`config.mk`:
```
export PLATFORM = sky130hd
export DESIGN_NAME = design_switcher_flat
export DESIGN_NICKNAME = d
export VERILOG_FILES = /design/src/rtl/design_switcher_if.sv /design/src/rtl/design_switcher.sv /design/src/flat_wrapper.sv
export SDC_FILE = /design/constraint.sdc
export NUM_CORES = 1
export LEC_CHECK = 0
export BUFFER_PORTS_ARGS = -buffer_cell sky130_fd_sc_hd__buf_2
export CAP_MARGIN = 20
export CORE_AREA = 2 2 734 736
export CTS_BUF_LIST = sky130_fd_sc_hd__clkbuf_16
export DETAILED_ROUTE_END_ITERATION = 10
export DIE_AREA = 0 0 736 738
export PLACE_DENSITY = 0.3
export SLEW_MARGIN = 20
export SYNTH_ARGS = -nofsm -noshare
export SYNTH_HDL_FRONTEND = slang
export SYNTH_SLANG_ARGS = --single-unit
```
`constraint.sdc`:
```
create_clock -name clk_i -period 2.4 [get_ports clk_i]
set_input_delay 0.48 -clock clk_i [delete_from_list [all_inputs] [get_ports clk_i]]
set_output_delay 0.48 -clock clk_i [all_outputs]
set_load 0.02 [all_outputs]
```
`src/rtl/design_switcher_if.sv`:
```
// Pad bus bundle between the per-design fabric and the shared pads.
// Every signal here is a level-valued bus with no valid/ready handshake.
// A value is meaningful on every cycle, and the switcher samples or drives it continuously.
interface design_switcher_if #(
    parameter int N_DESIGNS = 8,
    parameter int IO_W      = 42
);
    // Per-design pad controls; slot i sits at bits [i*IO_W +: IO_W]
    logic [N_DESIGNS*IO_W-1:0] dsn_out_i;
    logic [N_DESIGNS*IO_W-1:0] dsn_oe_i;
    logic [N_DESIGNS*IO_W-1:0] dsn_pu_i;
    logic [N_DESIGNS*IO_W-1:0] dsn_pd_i;
    logic [N_DESIGNS*IO_W-1:0] dsn_cs_i;

    // Muxed pad drive
    logic [IO_W-1:0] io_out;
    logic [IO_W-1:0] io_oe;
    logic [IO_W-1:0] io_pu;
    logic [IO_W-1:0] io_pd;
    logic [IO_W-1:0] io_cs;

    // Fabric side: supplies per-design controls, observes the pads
    modport master (
        output dsn_out_i, dsn_oe_i, dsn_pu_i, dsn_pd_i, dsn_cs_i,
        input  io_out, io_oe, io_pu, io_pd, io_cs
    );

    // Switcher side: consumes per-design controls, drives the pads
    modport slave (
        input  dsn_out_i, dsn_oe_i, dsn_pu_i, dsn_pd_i, dsn_cs_i,
        output io_out, io_oe, io_pu, io_pd, io_cs
    );
endinterface

```
`src/rtl/design_switcher.sv`:
```
// Pad-sharing design switcher.
// The pad selector is synchronised and debounced before use.
// A change of design then runs as a RUN -> QUIESCE -> HOLD -> RUN sequence.
// Pads are forced safe while QUIESCE is active.
// The newly selected design is held in reset through HOLD.
module design_switcher #(
    parameter int              N_DESIGNS   = 8,
    parameter int              SEL_W       = 3,
    parameter int              IO_W        = 42,
    parameter int              STABLE_CYC  = 16,
    parameter int              QUIESCE_CYC = 4,
    parameter int              HOLD_CYC    = 8,
    parameter logic [IO_W-1:0] SAFE_OE     = {IO_W{1'b1}}
) (
    input  logic                 clk_i,
    input  logic                 rst_n,
    input  logic                 ext_rst_n_i,
    input  logic [SEL_W-1:0]     design_sel_i,
    design_switcher_if.slave     bus,
    output logic [N_DESIGNS-1:0] dsn_rst_n_o,
    output logic [SEL_W-1:0]     active_sel_o,
    output logic                 switching_o,
    output logic [1:0]           dbg_state_o
);
    localparam int CNT_W  = (STABLE_CYC > 1) ? $clog2(STABLE_CYC) : 1;
    localparam int PH_MAX = (QUIESCE_CYC > HOLD_CYC) ? QUIESCE_CYC : HOLD_CYC;
    localparam int PH_W   = (PH_MAX > 1) ? $clog2(PH_MAX) : 1;

    localparam logic [CNT_W-1:0] CNT_MAX = CNT_W'(STABLE_CYC - 1);
    localparam logic [PH_W-1:0]  Q_LOAD  = PH_W'(QUIESCE_CYC - 1);
    localparam logic [PH_W-1:0]  H_LOAD  = PH_W'(HOLD_CYC - 1);
    localparam logic [SEL_W:0]   N_SLOTS = (SEL_W + 1)'(N_DESIGNS);

    typedef enum logic [1:0] {
        ST_RUN     = 2'd0,
        ST_QUIESCE = 2'd1,
        ST_HOLD    = 2'd2
    } state_e;

    logic [SEL_W-1:0]     sel_s1_q, sel_s1_d, sel_s2_q, sel_s2_d;
    logic                 ext_s1_q, ext_s1_d, ext_s2_q, ext_s2_d;
    logic [SEL_W-1:0]     cand_q, cand_d;
    logic [CNT_W-1:0]     cnt_q, cnt_d;
    state_e               state_q, state_d;
    logic [PH_W-1:0]      phase_q, phase_d;
    logic [SEL_W-1:0]     active_sel_q, active_sel_d;
    logic [N_DESIGNS-1:0] dsn_rst_n_q, dsn_rst_n_d;
    logic                 stable;
    logic [SEL_W-1:0]     cand_eff;

    // Next-state: synchronisers, debouncer, switch sequencer, per-design resets
    always_comb begin
        sel_s1_d     = design_sel_i;
        sel_s2_d     = sel_s1_q;
        ext_s1_d     = ext_rst_n_i;
        ext_s2_d     = ext_s1_q;
        cand_d       = cand_q;
        cnt_d        = cnt_q;
        state_d      = state_q;
        phase_d      = phase_q;
        active_sel_d = active_sel_q;
        dsn_rst_n_d  = '0;

        stable   = (cnt_q == CNT_MAX);
        // Selector codes with no design behind them fall back to "no design"
        cand_eff = ({1'b0, cand_q} >= N_SLOTS) ? '0 : cand_q;

        // Any movement of the selector restarts the stability window
        if (sel_s2_q != cand_q) begin
            cand_d = sel_s2_q;
            cnt_d  = '0;
        end else if (!stable) begin
            cnt_d = cnt_q + CNT_W'(1);
        end

        // Once started, a switch always runs to completion
        case (state_q)
            ST_RUN: begin
                if (stable && (cand_eff != active_sel_q)) begin
                    state_d = ST_QUIESCE;
                    phase_d = Q_LOAD;
                end
            end
            ST_QUIESCE: begin
                if (phase_q == '0) begin
                    state_d      = ST_HOLD;
                    active_sel_d = cand_eff;
                    phase_d      = H_LOAD;
                end else begin
                    phase_d = phase_q - PH_W'(1);
                end
            end
            ST_HOLD: begin
                if (phase_q == '0) begin
                    state_d = ST_RUN;
                end else begin
                    phase_d = phase_q - PH_W'(1);
                end
            end
            default: begin
                state_d = ST_RUN;
                phase_d = '0;
            end
        endcase

        // Only the design running in RUN leaves reset, and slot 0 never does
        for (int i = 1; i < N_DESIGNS; i++) begin
            dsn_rst_n_d[i] = (state_d == ST_RUN) && (active_sel_d == SEL_W'(i)) && ext_s2_q;
        end
    end

    // State registers with synchronous active-low reset
    always_ff @(posedge clk_i) begin
        if (!rst_n) begin
            sel_s1_q     <= '0;
            sel_s2_q     <= '0;
            ext_s1_q     <= 1'b0;
            ext_s2_q     <= 1'b0;
            cand_q       <= '0;
            cnt_q        <= '0;
            state_q      <= ST_RUN;
            phase_q      <= '0;
            active_sel_q <= '0;
            dsn_rst_n_q  <= '0;
        end else begin
            sel_s1_q     <= sel_s1_d;
            sel_s2_q     <= sel_s2_d;
            ext_s1_q     <= ext_s1_d;
            ext_s2_q     <= ext_s2_d;
            cand_q       <= cand_d;
            cnt_q        <= cnt_d;
            state_q      <= state_d;
            phase_q      <= phase_d;
            active_sel_q <= active_sel_d;
            dsn_rst_n_q  <= dsn_rst_n_d;
        end
    end

    // Pad mux: safe while quiescing or with no design selected, else the active slot
    always_comb begin
        bus.io_out = '0;
        bus.io_oe  = SAFE_OE;
        bus.io_pu  = '0;
        bus.io_pd  = '0;
        bus.io_cs  = '0;
        if ((state_q != ST_QUIESCE) && (active_sel_q != '0)) begin
            for (int i = 1; i < N_DESIGNS; i++) begin
                if (active_sel_q == SEL_W'(i)) begin
                    bus.io_out = bus.dsn_out_i[i*IO_W +: IO_W];
                    bus.io_oe  = bus.dsn_oe_i[i*IO_W +: IO_W];
                    bus.io_pu  = bus.dsn_pu_i[i*IO_W +: IO_W];
                    bus.io_pd  = bus.dsn_pd_i[i*IO_W +: IO_W];
                    bus.io_cs  = bus.dsn_cs_i[i*IO_W +: IO_W];
                end
            end
        end
    end

    assign dsn_rst_n_o  = dsn_rst_n_q;
    assign active_sel_o = active_sel_q;
    assign switching_o  = (state_q == ST_QUIESCE) || (state_q == ST_HOLD);
    assign dbg_state_o  = state_q;
endmodule

```
`src/flat_wrapper.sv`:
```
// flat-port wrapper written by rule: the top's interface ports become plain ports
module design_switcher_flat 
#(
    parameter int              N_DESIGNS   = 8,
    parameter int              SEL_W       = 3,
    parameter int              IO_W        = 42,
    parameter int              STABLE_CYC  = 16,
    parameter int              QUIESCE_CYC = 4,
    parameter int              HOLD_CYC    = 8,
    parameter logic [IO_W-1:0] SAFE_OE     = {IO_W{1'b1}}
)
  (clk_i, rst_n, ext_rst_n_i, design_sel_i, dsn_rst_n_o, active_sel_o, switching_o, dbg_state_o, bus_dsn_out_i, bus_dsn_oe_i, bus_dsn_pu_i, bus_dsn_pd_i, bus_dsn_cs_i, bus_io_out, bus_io_oe, bus_io_pu, bus_io_pd, bus_io_cs);
  design_switcher_if #(.N_DESIGNS(N_DESIGNS), .IO_W(IO_W)) bus_i ();
  input  logic clk_i;
  input  logic rst_n;
  input  logic ext_rst_n_i;
  input  logic [SEL_W-1:0] design_sel_i;
  output logic [N_DESIGNS-1:0] dsn_rst_n_o;
  output logic [SEL_W-1:0] active_sel_o;
  output logic switching_o;
  output logic [1:0] dbg_state_o;
  input wire logic [$bits(bus_i.dsn_out_i)-1:0] bus_dsn_out_i;
  input wire logic [$bits(bus_i.dsn_oe_i)-1:0] bus_dsn_oe_i;
  input wire logic [$bits(bus_i.dsn_pu_i)-1:0] bus_dsn_pu_i;
  input wire logic [$bits(bus_i.dsn_pd_i)-1:0] bus_dsn_pd_i;
  input wire logic [$bits(bus_i.dsn_cs_i)-1:0] bus_dsn_cs_i;
  output wire logic [$bits(bus_i.io_out)-1:0] bus_io_out;
  output wire logic [$bits(bus_i.io_oe)-1:0] bus_io_oe;
  output wire logic [$bits(bus_i.io_pu)-1:0] bus_io_pu;
  output wire logic [$bits(bus_i.io_pd)-1:0] bus_io_pd;
  output wire logic [$bits(bus_i.io_cs)-1:0] bus_io_cs;
  assign bus_i.dsn_out_i = bus_dsn_out_i;
  assign bus_i.dsn_oe_i = bus_dsn_oe_i;
  assign bus_i.dsn_pu_i = bus_dsn_pu_i;
  assign bus_i.dsn_pd_i = bus_dsn_pd_i;
  assign bus_i.dsn_cs_i = bus_dsn_cs_i;
  assign bus_io_out = bus_i.io_out;
  assign bus_io_oe = bus_i.io_oe;
  assign bus_io_pu = bus_i.io_pu;
  assign bus_io_pd = bus_i.io_pd;
  assign bus_io_cs = bus_i.io_cs;
  design_switcher #(.N_DESIGNS(N_DESIGNS), .SEL_W(SEL_W), .IO_W(IO_W), .STABLE_CYC(STABLE_CYC), .QUIESCE_CYC(QUIESCE_CYC), .HOLD_CYC(HOLD_CYC), .SAFE_OE(SAFE_OE)) u_core (.clk_i(clk_i), .rst_n(rst_n), .ext_rst_n_i(ext_rst_n_i), .design_sel_i(design_sel_i), .bus(bus_i), .dsn_rst_n_o(dsn_rst_n_o), .active_sel_o(active_sel_o), .switching_o(switching_o), .dbg_state_o(dbg_state_o));
endmodule
```
==> results of run 1 <==
## critical path, stage by stage (launching register included)
cell and delay (ps):
dfxtp_4 430, buf_12 190, buf_16 240, buf_4 170
and3b_2 280, o21ai_0 110, buf_4 160, a221o_1 290
a21oi_1 130, buf_4 170
## cell type report
| class | instances | area [um2] |
|---|---|---|
| Tap cell | 7046 | 8820 |
| Fill cell | 63345 | 492000 |
| Multi-Input combinational cell | 2246 | 16500 |
| Timing Repair Buffer | 2186 | 16200 |
| Inverter | 8 | 72.6 |
| Antenna cell | 128 | 320 |
| Clock buffer | 5 | 125 |
| Clock inverter | 3 | 15.0 |
| Sequential cell | 30 | 612 |
## sequential cells by signal, summed over array words and instances, names as in the netlist, 2 cells and up
register	flops
u_core.active_sel_o	3
u_core.cand_eff	3
u_core.cnt_q	4
u_core.dbg_state_o	2
u_core.dsn_rst_n_o	7
u_core.phase_q	3
u_core.sel_s1_q	3
u_core.sel_s2_q	3
## where the power goes
part	total [mW]	switching (mW)	internal, mW
clock	0.760	0.375	0.385
combinational	2.02	0.862	1.15
sequential	0.513	0.00836	0.505
total	3.29	1.25	2.04
## stage by stage
step	total power, mW	setup TNS (ps)	setup slack (ps)	utilization	cell area, um2
2_1_floorplan	0.937	-9000	-85.9	-	17400
3_3_place_gp	2.50	-67240	-718	0.0735	39300
3_5_place_dp	2.49	-68210	-726	0.0735	39300
4_1_cts	3.33	-127890	-723	0.0770	41200
5_1_grt	3.49	-133740	-752	0.0796	42600
6_report	3.29	-112840	-670	0.0797	42700
## layout by cell type (no fill, tap or decap), types with 5 or more instances in the layout
cell and n:
buf_2 1548, o21ai_0 353, buf_4 322, nand2_1 257, nor2b_1 209, a211oi_1 190, buf_12 188, a21oi_1 178
mux2_2 167, a221o_1 164, and3b_1 163, diode_2 128, a21oi_2 125, buf_6 71, nor3b_1 45, nor2_1 44
o21ai_2 44, o21a_1 42, o211a_1 42, a21oi_4 36, buf_16 36, dfxtp_1 27, o21ai_1 26, a221oi_1 24
clkbuf_16 19, a221oi_2 17, a211oi_4 15, and2_1 14, xnor2_1 7, ha_1 7, inv_1 6, nor3_1 6
nor2b_4 5, a221oi_4 5, and3b_2 5, a211oi_2 5
## worst max-delay path by stage
| stage | from | endpoint | cells after the start |
|---|---|---|---|
| after CTS | u_core.active_sel_o[2] | bus_io_cs[14] | 9 |
| final | u_core.active_sel_o[2] | bus_io_pu[10] | 9 |
| after global placement | u_core.active_sel_o[2] | bus_io_oe[39] | 8 |
| after floorplan | u_core.dbg_state_o[1] | bus_io_cs[0] | 7 |
| after global routing | u_core.active_sel_o[1] | bus_io_cs[25] | 9 |
| after detailed placement | u_core.active_sel_o[2] | bus_io_oe[39] | 8 |
## repair_timing
action,in CTS,in global routing
gates resized for setup,253,174
cloned,11,14
pin swaps,35,68
setup buffers,20,18
setup endpoints to repair,210,210
hold endpoints to repair,0,0
## routing by layer
metal,vias to the layer above,wire length (um),track usage
met5,-,696,0
met2,2046,170000,0.213
met3,630,39900,0.0542
met4,106,8330,0.0155
li1,13841,-,-
met1,14989,141000,0.143
## logic make-up after synthesis
| family | synth area share |
|---|---|
| adder cells (fa/ha/maj) | 0.00515 |
| other | 0.000221 |
| multiplexers | 0.113 |
| flip-flops | 0.0353 |
| XOR/XNOR | 0.00361 |
| buffers and inverters | 0.0837 |
| AND/OR/NAND/NOR | 0.270 |
| AO/OA/AOI/OAI | 0.489 |
==> flow_metrics.py, run 1 <==
metrics = {
    "status": {
        "outcome": "finished with violations",
        "failed_checks": "negative setup slack",
    },
    "grt": {
        "grt_pass1_wl_mm": 416,
        "grt_pass1_vias": 30443,
        "grtUsageTotal": 0.123,
        "antenna_found_initial": 320,
        "grt_max_degree": 68,
        "grt_overflow_total": 0,
    },
    "synth": {
        "synth_warnings": 0,
        "yosysSeqAreaShare": 0.0353,
        "ys_seq_elements": 30,
        "syn_avg_cell_area_um2": 6.48,
        "synth_largest_area_cell": "o21ai_0",
        "synth.distinct_cells": 48,
        "synth_area_leaders": "o21ai_0, mux2_2, a21oi_1",
        "async_flop_share": 0,
        "yosys.area.top_type_share": 0.115,
        "synth_nets": 4316,
        "syn_area_mm2": 0.0170,
        "synth_top_flop_cell": "dfxtp_1",
        "synth.most_common_cell": "o21ai_0",
        "synthCells": 2623,
        "synth_commonest_cells": "o21ai_0, a21oi_1, nand2_1, clkbuf_1, nor2b_1",
        "synth_edf_count": 0,
    },
    "sta": {
        "finClkSkew_ps": 18.8,
        "tightestPinTransition_ps": 652,
        "slew_violations": 0,
        "rsz0062_at_grt": "yes",
        "fin_crit_sh": 1.28,
        "setup_viol": 210,
        "hold_viol": 0,
        "setup_ws_ps": -670,
        "slew_headroom": 0.561,
        "timing.fmax_mhz": 326,
        "period_minus_slack_ps": 3070,
        "holdWs_ps": 389,
    },
    "hold_path": {
        "holdPathStages": 2,
        "hold_path.class": "input pin to flop",
        "hold_start": "ext_rst_n_i",
        "holdPathEnd": "u_core.ext_s1_q",
    },
    "detailed_routing": {
        "antenna_left": 0,
        "drc": 0,
        "vias_per_cell": 2.71,
        "drt_iter0_drc": 2351,
        "wl_mm": 360,
        "vias": 31612,
        "wl_per_cell_um": 30.9,
        "dr.pass1.iters": 5,
    },
    "floorplan": {
        "row_count": 269,
        "die_y_um": 738,
        "ios": 1910,
        "die_w_um": 736,
        "die_area_mm2": 0.543,
        "core-area_mm2": 0.535,
        "start_util": 0.0318,
    },
    "clocking": {
        "cts_buffers": 5,
        "clockBufferDepth": 2,
        "cts.htree.levels": 2,
        "clock_sink_count": 30,
        "worstSkewPairLatency_ps": 310,
        "holdBufCountCts": 0,
        "root_buffer": "clkbuf_16",
        "clkTransAtPathRegs_ps": 90,
        "cts_tree": "built",
    },
    "setup_path": {
        "rr_startpoint": "u_core.active_sel_o[0]",
        "cp.required_ps": 1920,
        "path_class": "flop to output port",
        "worst_r2r_endpoint": "u_core.dsn_rst_n_o[5]",
        "r2r.worst_path.cells": 6,
        "r2r_slack_ps": 160,
        "critPathLaunchType": "flop",
        "cp.arrival_ps": 2590,
        "end_kind": "output port",
        "crit_fanout": 16,
    },
    "place": {
        "placedCellCount": 11457,
        "dp_hpwl_mm": 323,
        "port_buffers": 1698,
        "gp_congestion": 0.874,
    },
    "run": {
        "maxCapViolCount": 0,
    },
    "power_and_ir_drop": {
        "cellPowerDensity_mw_per_mm2": 77.1,
        "p_leak_nw": 15.4,
        "ir_drop_v": 0.000247,
    },
    "finish": {
        "drive_gt1_frac": 0.590,
        "syn_to_final_growth_pct": 151,
        "fin_cells": 11652,
        "layout.nets": 6170,
    },
}
(Power assumes the default switching activity.)
==> run 2: changes to the inputs <==
ABC_AREA = 1   (was not set)
CORE_AREA = 2 2 741 743   (was 2 2 734 736)
DIE_AREA = 0 0 743 745   (was 0 0 736 738)
==> flow_metrics.py, run 2 <==
metrics = {
    "sta": {
        "period_minus_slack_ps": 3060,
        "setup_ws_ps": -658,
        "hold_viol": 0,
        "tightestPinTransition_ps": 589,
        "setup_tns_ps": -104410,
        "slew_headroom": 0.607,
        "holdWs_ps": 386,
        "rsz0062_at_grt": "yes",
        "finClkSkew_ps": 8.25,
        "timing.fmax_mhz": 327,
        "slew_violations": 0,
        "fin_crit_sh": 1.27,
        "setup_viol": 210,
    },
    "clocking": {
        "cts_tree": "built",
        "holdBufCountCts": 0,
        "clkTransAtPathRegs_ps": 60,
        "cts_buffers": 5,
        "clock_sink_count": 30,
        "cts.htree.levels": 2,
        "worstSkewPairLatency_ps": 300,
        "clockBufferDepth": 2,
        "root_buffer": "clkbuf_16",
    },
    "setup_path": {
        "cp.arrival_ps": 2580,
        "end_kind": "output port",
        "crit_fanout": 8,
        "cp.required_ps": 1920,
        "path_class": "flop to output port",
        "critPathLaunchType": "flop",
    },
    "finish": {
        "final_cell_mix": "buf_2, nand2_1, nor2_1, nand4_1, inv_1",
        "syn_to_final_growth_pct": 234,
        "final_common_cell": "buf_2",
        "layout.nets": 6803,
        "largest_register_ffs": 7,
        "final_util": 0.0838,
        "drive_gt1_frac": 0.595,
    },
    "detailed_routing": {
        "met2_length_mm": 209,
        "wl_met3_mm": 42.9,
        "drt_iter0_drc": 2455,
        "met1_length_mm": 141,
        "dr.pass1.iters": 8,
        "wl_mm": 412,
        "drc": 0,
        "antenna_left": 0,
        "vias_per_cell": 2.60,
        "highest_layer": "met5",
        "wl_per_cell_um": 32.5,
        "vias": 32962,
    },
    "synth": {
        "synth_compound_area_frac": 0.240,
        "syn_avg_cell_area_um2": 4.66,
        "synth_xor_xnor_area_share": 0.00447,
        "synth_largest_area_cell": "nand2_1",
        "synth.area.mux_share": 0,
        "synth_nets": 4636,
        "synth_top_flop_cell": "dfxtp_1",
        "syn_area_mm2": 0.0137,
        "ys_seq_elements": 30,
        "synth-simple-area-share": 0.486,
        "synth_commonest_cells": "nand2_1, inv_1, nor2_1, a21oi_1, nand4_1",
        "synthCells": 2943,
        "synth.distinct_cells": 22,
        "yosysSeqAreaShare": 0.0438,
        "synth_adder_area_share": 0.00639,
        "synth_top_family_by_area": "simple AND/OR/NAND/NOR gates",
        "synth_area_leaders": "nand2_1, nand4_1, a21oi_1",
        "yosys.area.top_type_share": 0.184,
        "synth.most_common_cell": "nand2_1",
        "synth_edf_count": 0,
        "synth_warnings": 0,
        "async_flop_share": 0,
    },
    "run": {
        "maxCapViolCount": 0,
    },
    "place": {
        "port_buffers": 1698,
        "gp_congestion": 0.896,
        "dp_hpwl_mm": 364,
    },
    "grt": {
        "grt_overflow_total": 0,
        "grtUsageTotal": 0.140,
        "grt_pass1_wl_mm": 465,
        "antenna_found_initial": 520,
        "grt_pass1_vias": 30561,
        "grt_max_degree": 44,
    },
    "power_and_ir_drop": {
        "pwr-share-clk": 0.231,
        "switchingPower_mw": 1.05,
        "cellPowerDensity_mw_per_mm2": 62.0,
        "internal_power_mw": 1.79,
        "swShare": 0.370,
        "seq_power_share": 0.181,
        "combinationalPowerShare": 0.588,
        "p_leak_nw": 20.5,
        "ir_drop_v": 0.000222,
    },
    "floorplan": {
        "die_y_um": 745,
        "start_util": 0.0251,
        "ios": 1910,
        "die_w_um": 743,
        "die_area_mm2": 0.554,
        "row_count": 272,
        "core-area_mm2": 0.546,
    },
    "hold_path": {
        "hold_path.class": "input pin to flop",
    },
    "status": {
        "outcome": "finished with violations",
        "failed_checks": "negative setup slack",
    },
}
run 2: cells by family (layout without fill, tap and decap cells):
logic type,after synthesis,after routing
adder cells (fa/ha/maj),7,7
AO/OA/AOI/OAI,647,647
XOR/XNOR,7,7
other,1,292
flip-flops,30,30
buffers and inverters,741,2909
AND/OR/NAND/NOR,1510,1510
run 2: repair_timing:
item                       4_1_cts  5_1_grt
pin swaps                      106      301
setup endpoints to repair      210      210
resized for setup              600      889
setup buffers                  145       96
gates cloned                    47       15
run 2: final cells by class:
cell class                 instances  area, um2
clock inverter                     3       20.0
multi-input combinational       2172      12700
timing repair inverter             2       31.3
tap                             7261       9080
sequential                        30        612
inverter                         496       1940
fill                           64885     500000
antenna                          291        728
clock buffer                       5        125
timing repair buffer            2403      20500
run 2: metal layers:
metal | track usage | vias to the layer above
met3 | 0.0619 | 976
li1 | - | 14298
met1 | 0.140 | 15155
met2 | 0.255 | 2317
met5 | 0 | -
met4 | 0.0496 | 216
run 2: worst paths after layout:
kind,slack [ps],startpoint,end,depth (start not counted)
setup / recovery,-660,u_core.active_sel_o[2],bus_io_out[37],13
hold reg to reg,420,u_core.sel_s1_q[1],u_core.sel_s2_q[1],2
setup reg to reg,400,u_core.active_sel_o[0],u_core.dsn_rst_n_o[2],13
hold / removal,390,design_sel_i[0],u_core.sel_s1_q[0],3
run 2: stage by stage:
| step | setup slack, ps | instances | power [mW] | area (um2) |
|---|---|---|---|---|
| after floorplan | 263 | 2943 | 0.642 | 13700 |
| after global placement | -1150 | 12102 | 2.07 | 36500 |
| after detailed placement | -1120 | 12102 | 2.07 | 36500 |
| after CTS | -735 | 12294 | 2.80 | 41500 |
| after global routing | -757 | 12623 | 3.03 | 45700 |
| final | -658 | 12663 | 2.84 | 45800 |
run 2: critical path, stage by stage, from the launching register on:
cell and delay, ps:
dfxtp_4 370, inv_8 50, buf_12 120, buf_12 130, nor3_4 210, buf_12 160
buf_16 180, buf_12 160, buf_12 130, nand2_1 50, nand4_1 340, nand2_1 120
inv_2 90, buf_12 110
run 2: power groups by stage:
stage | logic (mW) | registers, mW | clock network [mW]
after floorplan | 0.116 | 0.525 | 0
after global placement | 1.55 | 0.527 | 0
after detailed placement | 1.55 | 0.527 | 0
after CTS | 1.60 | 0.513 | 0.680
after global routing | 1.80 | 0.515 | 0.716
final | 1.67 | 0.513 | 0.656
==> run 3: changes to the inputs <==
CORE_AREA = 2 2 734 736   (was 2 2 741 743)
DIE_AREA = 0 0 736 738   (was 0 0 743 745)
clock period = 2.65 ns   (was 2.4 ns; I/O delays follow)
==> flow_metrics.py, run 3 (synthesis results as in run 2) <==
metrics = {
    "floorplan": {
        "die_w_um": 736,
        "ios": 1910,
        "die_area_mm2": 0.543,
        "core-area_mm2": 0.535,
        "row_count": 269,
        "start_util": 0.0256,
        "die_y_um": 738,
    },
    "clocking": {
        "worstSkewPairLatency_ps": 280,
        "cts_tree": "built",
        "clkTransAtPathRegs_ps": 50,
        "cts_buffers": 5,
        "root_buffer": "clkbuf_16",
        "clock_sink_count": 30,
        "cts.htree.levels": 2,
        "holdBufCountCts": 0,
        "clockBufferDepth": 2,
    },
    "run": {
        "maxCapViolCount": 0,
    },
    "setup_path": {
        "cp_cell_sequence": "inv_8 > buf_8 > nand2_8 > inv_16 > buf_12 > buf_4 > buf_4 > a21oi_2 > nand4_1 > nand2_1 > inv_1 > buf_4",
        "max_stage_delay_ps": 370,
        "r2r_slack_ps": 600,
        "cp.arrival_ps": 2600,
        "crit_fanout": 11,
        "path_class": "flop to output port",
        "critPathLaunchType": "flop",
        "crit_top_cell": "buf_4",
        "cp.required_ps": 2120,
        "cpMaxStageDelayCell": "dfxtp_4",
        "r2r.worst_path.cells": 9,
        "end_kind": "output port",
    },
    "status": {
        "failed_checks": "negative setup slack",
        "outcome": "finished with violations",
    },
    "detailed_routing": {
        "vias": 32313,
        "drc": 0,
        "antenna_left": 0,
        "dr.pass1.iters": 6,
        "drt_iter0_drc": 2360,
        "wl_mm": 402,
        "vias_per_cell": 2.64,
        "wl_per_cell_um": 32.9,
    },
    "sta": {
        "slew_headroom": 0.500,
        "setup_viol": 210,
        "timing.fmax_mhz": 319,
        "setup_ws_ps": -483,
        "rsz0062_at_grt": "yes",
        "tightestPinTransition_ps": 743,
        "hold_viol": 0,
        "finClkSkew_ps": 8.69,
        "period_minus_slack_ps": 3130,
        "slew_violations": 0,
        "fin_crit_sh": 1.18,
    },
    "power_and_ir_drop": {
        "finalPower_mw": 2.58,
        "p_leak_nw": 20.1,
        "cellPowerDensity_mw_per_mm2": 59.1,
        "ir_drop_v": 0.000214,
    },
    "finish": {
        "layout.nets": 6746,
        "final_util": 0.0817,
        "drive_gt1_frac": 0.574,
        "final_common_cell": "buf_2",
        "syn_to_final_growth_pct": 219,
        "largest_register_ffs": 7,
        "final_cell_mix": "buf_2, nand2_1, nor2_1, nand4_1, inv_1",
    },
    "place": {
        "dp_hpwl_mm": 357,
        "port_buffers": 1698,
        "gp_congestion": 0.882,
    },
    "hold_path": {
        "holdPathStages": 2,
        "hold_path.class": "flop to flop",
    },
    "grt": {
        "antenna_found_initial": 477,
        "grt_pass1_vias": 30256,
        "grt_pass1_wl_mm": 450,
        "grt_max_degree": 42,
        "grtUsageTotal": 0.137,
        "grt_overflow_total": 0,
    },
}
run 3: changes by cell type in the layout (fill, tap and decap cells not counted), sizes merged:
cell / delta
bufinv: +1
bufbuf: -3
inv: -2
clkinv: -1
clkbuf: +13
diode: -163
buf: -65
run 3: final cells by class:
| class | instances | area [um2] |
|---|---|---|
| Clock buffer | 5 | 125 |
| Inverter | 496 | 1950 |
| Sequential cell | 30 | 612 |
| Multi-Input combinational cell | 2172 | 12400 |
| Clock inverter | 3 | 41.3 |
| Tap cell | 7046 | 8820 |
| Timing Repair Buffer | 2348 | 19400 |
| Antenna cell | 128 | 320 |
| Fill cell | 63617 | 491000 |
run 3: final timing paths:
kind / endpoint / start
hold / removal: u_core.sel_s2_q[2] / u_core.sel_s1_q[2]
hold reg to reg: u_core.sel_s2_q[2] / u_core.sel_s1_q[2]
setup reg to reg: u_core.dsn_rst_n_o[3] / u_core.dbg_state_o[1]
setup / recovery: bus_io_pd[13] / u_core.active_sel_o[2]
run 3: routing by layer:
| layer | part of all wire | up-vias | track usage |
|---|---|---|---|
| li1 | - | 14006 | - |
| met1 | 0.36 | 14818 | 0.146 |
| met2 | 0.51 | 2337 | 0.258 |
| met3 | 0.084 | 980 | 0.0442 |
| met4 | 0.035 | 172 | 0.0316 |
| met5 | 0.0028 | - | 0.00262 |
run 3: power by group:
part | leakage, nW | switching (mW) | internal [mW]
Combinational | 19.7 | 0.660 | 0.810
Clock | 0.0820 | 0.211 | 0.439
Sequential | 0.246 | 0.00649 | 0.458
Total | 20.1 | 0.877 | 1.71
run 3: worst max-delay path: cells and delay by family, from the launching register on:
kind | cells | cell delay [ps]
flip-flops | 1 | 370
AO/OA/AOI/OAI | 1 | 170
buffers and inverters | 8 | 1000
AND/OR/NAND/NOR | 3 | 670
run 3: stage by stage:
| step | setup WS (ps) | TNS, ps | area [um2] | hold WS [ps] | cells |
|---|---|---|---|---|---|
| global placement | -1030 | -55360 | 36000 | 409 | 11889 |
| CTS | -546 | -74060 | 39500 | 418 | 12006 |
| detailed placement | -805 | -53760 | 36000 | 405 | 11890 |
| finish | -483 | -57890 | 43700 | 416 | 12228 |
| floorplan | 463 | 0 | 13700 | 390 | 2943 |
| global route | -492 | -78900 | 43700 | 461 | 12196 |
run 3: repair_timing:
action | in CTS | in global routing
buffers inserted | 91 | 106
pin swaps | 85 | 279
endpoints found under the setup margin | 210 | 210
gates resized for setup | 499 | 894
cloned | 28 | 30
